**config.mk**
```make
export PLATFORM = sky130hd
export DESIGN_NAME = ddr_tx_serializer
export DESIGN_NICKNAME = d
export VERILOG_FILES = /design/src/rtl/ddr_tx_serializer.sv
export SDC_FILE = /design/constraint.sdc
export NUM_CORES = 1
export LEC_CHECK = 0
export ABC_AREA = 1
export ABC_CLOCK_PERIOD_IN_PS = 1600
export CORE_MARGIN = 10
export CORE_UTILIZATION = 27
export DETAILED_ROUTE_END_ITERATION = 7
export PLACE_DENSITY = 0.56
export SYNTH_ARGS = -nofsm -noshare
export SYNTH_HDL_FRONTEND = slang
export SYNTH_SLANG_ARGS = --single-unit
```
**constraint.sdc**
```tcl
create_clock -name clock -period 1.6 [get_ports clock]
set_input_delay 0.48 -clock clock [delete_from_list [all_inputs] [get_ports clock]]
set_output_delay 0.48 -clock clock [all_outputs]
set_load 0.01 [all_outputs]
```
**src/rtl/ddr_tx_serializer.sv**
```systemverilog
// ddr_tx_serializer: parallel-to-serial DDR transmitter.
// Words are accepted on a valid/ready handshake and shifted out MSB first,
// one bit in the high phase and one in the low phase of each clock cycle.
// The DDR line uses a posedge flop and a negedge flop, XOR-combined, so no
// vendor DDR primitive is needed. WIDTH must be even and at least 4.
`timescale 1ns / 1ps

module ddr_tx_serializer #(
  parameter int WIDTH = 8
) (
  input  logic             clock,
  input  logic             resetq,
  input  logic [WIDTH-1:0] in_data,
  input  logic             in_valid,
  output logic             in_ready,
  output logic             dout,
  output logic             frame,
  output logic             busy
);

  // Pair counter width; a word of WIDTH bits takes WIDTH/2 cycles.
  localparam int CW = (WIDTH / 2 > 1) ? $clog2(WIDTH / 2) : 1;
  localparam logic [CW-1:0] CNT_LAST = CW'(WIDTH / 2 - 1);

  typedef enum logic {
    IDLE  = 1'b0,
    SHIFT = 1'b1
  } state_t;

  state_t           state_q;
  logic [CW-1:0]    cnt_q;
  logic [WIDTH-1:0] sr_q;
  logic             fbit_q;
  logic             frame_q;
  logic             rp_q;
  logic             np_q;

  logic             accept;
  logic             more_pairs;
  logic             rise_d;

  // Ready is built from registers only: idle, or the last pair is on the line.
  assign in_ready   = (state_q == IDLE) || (cnt_q == '0);
  assign accept     = in_valid && in_ready;
  assign more_pairs = (state_q == SHIFT) && (cnt_q != '0);

  // High-phase bit for the cycle that begins at the coming posedge.
  always_comb begin
    // NOTE: default assignment first so every path drives rise_d and no latch is inferred.
    rise_d = 1'b0;
    if (accept) begin
      rise_d = in_data[WIDTH-1];
    end else if (more_pairs) begin
      rise_d = sr_q[WIDTH-1];
    end
  end

  // Control FSM, shift register, fall bit and the posedge half of the line.
  always_ff @(posedge clock or negedge resetq) begin
    if (!resetq) begin
      state_q <= IDLE;
      cnt_q   <= '0;
      sr_q    <= '0;
      fbit_q  <= 1'b0;
      frame_q <= 1'b0;
      rp_q    <= 1'b0;
    end else begin
      // NOTE: non-blocking so every register here samples pre-edge values, np_q included.
      // Cancel the negedge flop's contribution so dout shows rise_d.
      rp_q <= rise_d ^ np_q;
      if (accept) begin
        fbit_q  <= in_data[WIDTH-2];
        sr_q    <= in_data << 2;
        cnt_q   <= CNT_LAST;
        state_q <= SHIFT;
        frame_q <= 1'b1;
      end else if (more_pairs) begin
        fbit_q  <= sr_q[WIDTH-2];
        sr_q    <= sr_q << 2;
        cnt_q   <= cnt_q - CW'(1);
      end else begin
        fbit_q  <= 1'b0;
        state_q <= IDLE;
        frame_q <= 1'b0;
      end
    end
  end

  // Low-phase half of the line; a half-cycle path from fbit_q and rp_q.
  always_ff @(negedge clock or negedge resetq) begin
    if (!resetq) begin
      np_q <= 1'b0;
    end else begin
      np_q <= fbit_q ^ rp_q;
    end
  end

  assign dout  = rp_q ^ np_q;
  assign frame = frame_q;
  assign busy  = (state_q == SHIFT);

endmodule

```
# Yosys cells after proc, flatten, opt, wreduce, memory -nomap -nowiden
# Index checks and enable logic that the tools add are counted.
dict set report op_classes {
  n_addsub 1
  n_eq_ne 1
  mux 10
  bitwise_logic 4
  n_reduce_logical 6
}
# cell n
set op_table {}
lappend op_table {{2-to-1 mux 8 bit} 2}
lappend op_table {{2-to-1 mux 1 bit} 6}
lappend op_table {{2-to-1 mux 2 bit} 2}
lappend op_table {{nonzero test 2 bit} 2}
lappend op_table {{XOR 1 bit} 3}
lappend op_table {{logical AND 1 bit} 2}
lappend op_table {{logical NOT 2 bit} 1}
lappend op_table {{!= test 2 bit (second input constant)} 1}
lappend op_table {{subtractor 2 x 1 -> 2 bit (second input constant)} 1}
lappend op_table {{logical OR 1 bit} 1}
lappend op_table {{inverter 1 bit} 1}
dict set report word_totals {
  regBits 14
  in_bits 11
  word_cells 28
}

# Depth between registers and ports, before layout
dict set report depth {
  depth_word 5
  mapped_depth 8
  ltp_nobuf 8
}

==> results.yml <==
global_routing:
  grt_max_degree: 12
  antenna_found_initial: 0
  grt_pass1_wl_um: 2080
  grt_usage_pct: 6.07
  grt_pass1_vias: 485
  globalRoute.totalOverflow: 0
clock_network:
  h-tree-depth: 1
  insertion_delay_ns: 0.27
  cts_tree: "done"
  clockBufferDepth: 2
  clock_sink_count: 12
  cts_buffers: 3
  clockRootBuffer: "clkbuf_4"
  clkTransAtPathRegs_ns: 0.07
worst_setup_path:
  critPathMaxFanout: 2
  cp.buffers_inverters: 1
  path_cells: "xor2_2 > buf_2"
  arrival_ns: 1.78
  cp.required_ns: 1.12
  cp-end-kind: "output pin"
  path_class: "reg -> out"
  critPathLaunchType: "flip-flop"
  critPathMaxStageDelay_ns: 0.45
  critPathSlowestCell: "dfrtn_1"
  cp_top_family: "flip-flops"
timing:
  skew_ns: 0.00816
  tightest_slew_ns: 0.278
  drv_slew: 0
  finalSetupViolations: 2
  rsz0062_at_grt: "true"
  timing.final.ws_setup_ns: -0.661
  hold_viol: 0
  slew_headroom_pct: 81.4
  finalSetupTns_ns: -0.751
yosys:
  yosysSeqAreaShare_pct: 54.9
  syn_inst: 63
  avgSynthCellArea_um2: 8.68
  syn_area_um2: 547
  ys_types: 15
  synth_seq_cells: 12
  synth_warnings: 0
  synthesis.nets: 75
pwr:
  power_uw: 1380
  seqPwrFrac_pct: 37.0
  power.density_nw_per_um2: 1730
  clkPwrFrac_pct: 13.7
  p_int_uw: 876
  p_switching_uw: 509
  ir_drop_v: 0.000732
  comb_power_share_pct: 49.3
  netSwitchingFraction_pct: 36.7
  p_leak_uw: 0.000416
final_layout:
  fin_cells: 114
  final_cell_area_um2: 800
  finalNetCount: 100
  finalCoreUtilization_pct: 41.2
  drive_gt1_share_pct: 25.3
  synthToLayoutAreaGrowth_pct: 46.2
  antenna_cells: 0
placement:
  place_hpwl_um: 891
  dpl_cell_area_um2: 758
  dp.cells: 108
  io_buffers: 14
  place_congestion: 0.691
floorplan:
  rows: 16
  start_util_pct: 28.2
  core-area_um2: 1940
  dieWidth_um: 65
  die_y_um: 65
  ios: 15
  fp.dieArea_um2: 4230
routing:
  highest_layer: "met3"
  met1Wirelength_um: 499
  vias: 456
  drt-total-wl_um: 1100
  first_pass_iters: 4
  dr_wl_met2_um: 493
  drtIter0Drc: 22
  dr_wl_met3_um: 108
  drtAntennaViolNets: 0
  avgRoutedWirePerCell_um: 9.66
  route.detailed.drc: 0
  via_per_inst: 4.00
hold_path:
  hp-class: "reg -> reg"
status:
  violations: "setup timing"
  status: "finished with violations"
run:
  drv_cap: 0
timing repair:
| item | CTS | global route |
|---|---|---|
| resized for setup | 13 | 1 |
| endpoints found under the hold margin | 0 | 0 |
| pin swaps | 1 | 0 |
| cloned | 0 | 0 |
| setup endpoints to repair | 5 | 3 |
| hold buffers | 0 | 0 |
| buffers inserted | 1 | 1 |
registers in the layout, indices dropped and copies added (netlist names):
signal / cells
sr_q: 6
cnt_q: 2
fbit_q: 1
frame: 1
np_q: 1
rp_q: 1
worst register-to-register path, cell delays in order (launching register included):
cell and delay, ns:
dfrtn_1 0.45, buf_4 0.13, buf_6 0.08, inv_1 0.03, nand2_1 0.05, nand2_1 0.04
layer usage:
layer,vias to the layer above,GRT usage (%)
li1,236,-
met1,207,6.77
met2,13,9.48
met3,0,4.12
met4,0,1.07
met5,-,0
layout by cell type, fill, tap and decap left out:
| cell type | netlist | layout |
|---|---|---|
| nor2_2 | 1 | 1 |
| nand3_1 | 6 | 6 |
| buf_6 | 0 | 2 |
| buf_2 | 0 | 1 |
| nand2_1 | 26 | 26 |
| clkbuf_4 | 0 | 3 |
| xor2_1 | 2 | 1 |
| o21ai_0 | 1 | 1 |
| buf_4 | 1 | 6 |
| nand2_4 | 1 | 1 |
| dlygate4sd2_1 | 0 | 2 |
| xor2_2 | 0 | 1 |
| clkdlybuf4s50_1 | 0 | 10 |
| nand2_2 | 2 | 2 |
| inv_2 | 2 | 3 |
| dfrtn_1 | 1 | 1 |
| clkbuf_1 | 0 | 1 |
| o21ai_1 | 1 | 1 |
| dfrtp_1 | 11 | 11 |
| ha_2 | 0 | 1 |
| inv_1 | 6 | 5 |
| nor2_4 | 1 | 1 |
power by group through the flow:
stage	clock [µW]	sequential, µW	combinational, µW
global route	216	532	784
CTS	200	515	678
detailed placement	0	521	674
global placement	0	514	659
floorplan	0	513	383
finish	189	512	683
kinds of logic (layout without fill, tap and decap cells):
logic type,Yosys count,after routing,synth area share (%)
AOI/OAI and AO/OA,2,2,1.83
adders and majority gates,1,1,2.29
DFF,12,12,54.9
buffers and inverters,9,33,6.87
and+or+nand+nor,37,37,30.9
xor gates and xnor gates,2,2,3.20
final cells by class:
type	instances	area [µm²]
repair buffers	21	190
fillers	215	1140
inverters	8	30.0
flip-flops and latches	12	300
multi-input cells	42	219
clock buffers	4	26.3
well taps	27	33.8
worst paths after layout:
path	startpoint	end	slack, ns	cells after the start
max	np_q$_DFF_NN0_	dout	-0.66	2
min in group asynchronous	resetq	sr_q[3]$_DFFE_PN0P_	0.60	2
max in group asynchronous	resetq	np_q$_DFF_NN0_	0.36	1
min	sr_q[3]$_DFFE_PN0P_	sr_q[3]$_DFFE_PN0P_	0.47	2
max reg2reg	np_q$_DFF_NN0_	rp_q$_DFF_PN0_	-0.09	5
min reg2reg	sr_q[3]$_DFFE_PN0P_	sr_q[3]$_DFFE_PN0P_	0.47	2
metrics by stage:
| stage | hold slack, ns | worst slack [ns] |
|---|---|---|
| 2_1_floorplan | 0.184 | -0.305 |
| 3_3_place_gp | 0.454 | -0.776 |
| 3_5_place_dp | 0.458 | -0.790 |
| 4_1_cts | 0.478 | -0.674 |
| 5_1_grt | 0.519 | -0.716 |
| 6_report | 0.473 | -0.661 |
synth_stat cells:
cell / number / area, µm²
buf_4: 1 / 7.51
dfrtn_1: 1 / 25.0
dfrtp_1: 11 / 275
ha_1: 1 / 12.5
inv_1: 6 / 22.5
inv_2: 2 / 7.51
nand2_1: 26 / 97.6
nand2_2: 2 / 12.5
nand2_4: 1 / 11.3
nand3_1: 6 / 30.0
nor2_2: 1 / 6.26
nor2_4: 1 / 11.3
o21ai_0: 1 / 5.00
o21ai_1: 1 / 5.00
xor2_1: 2 / 17.5
No activity file was read; power rests on OpenSTA's default activity.
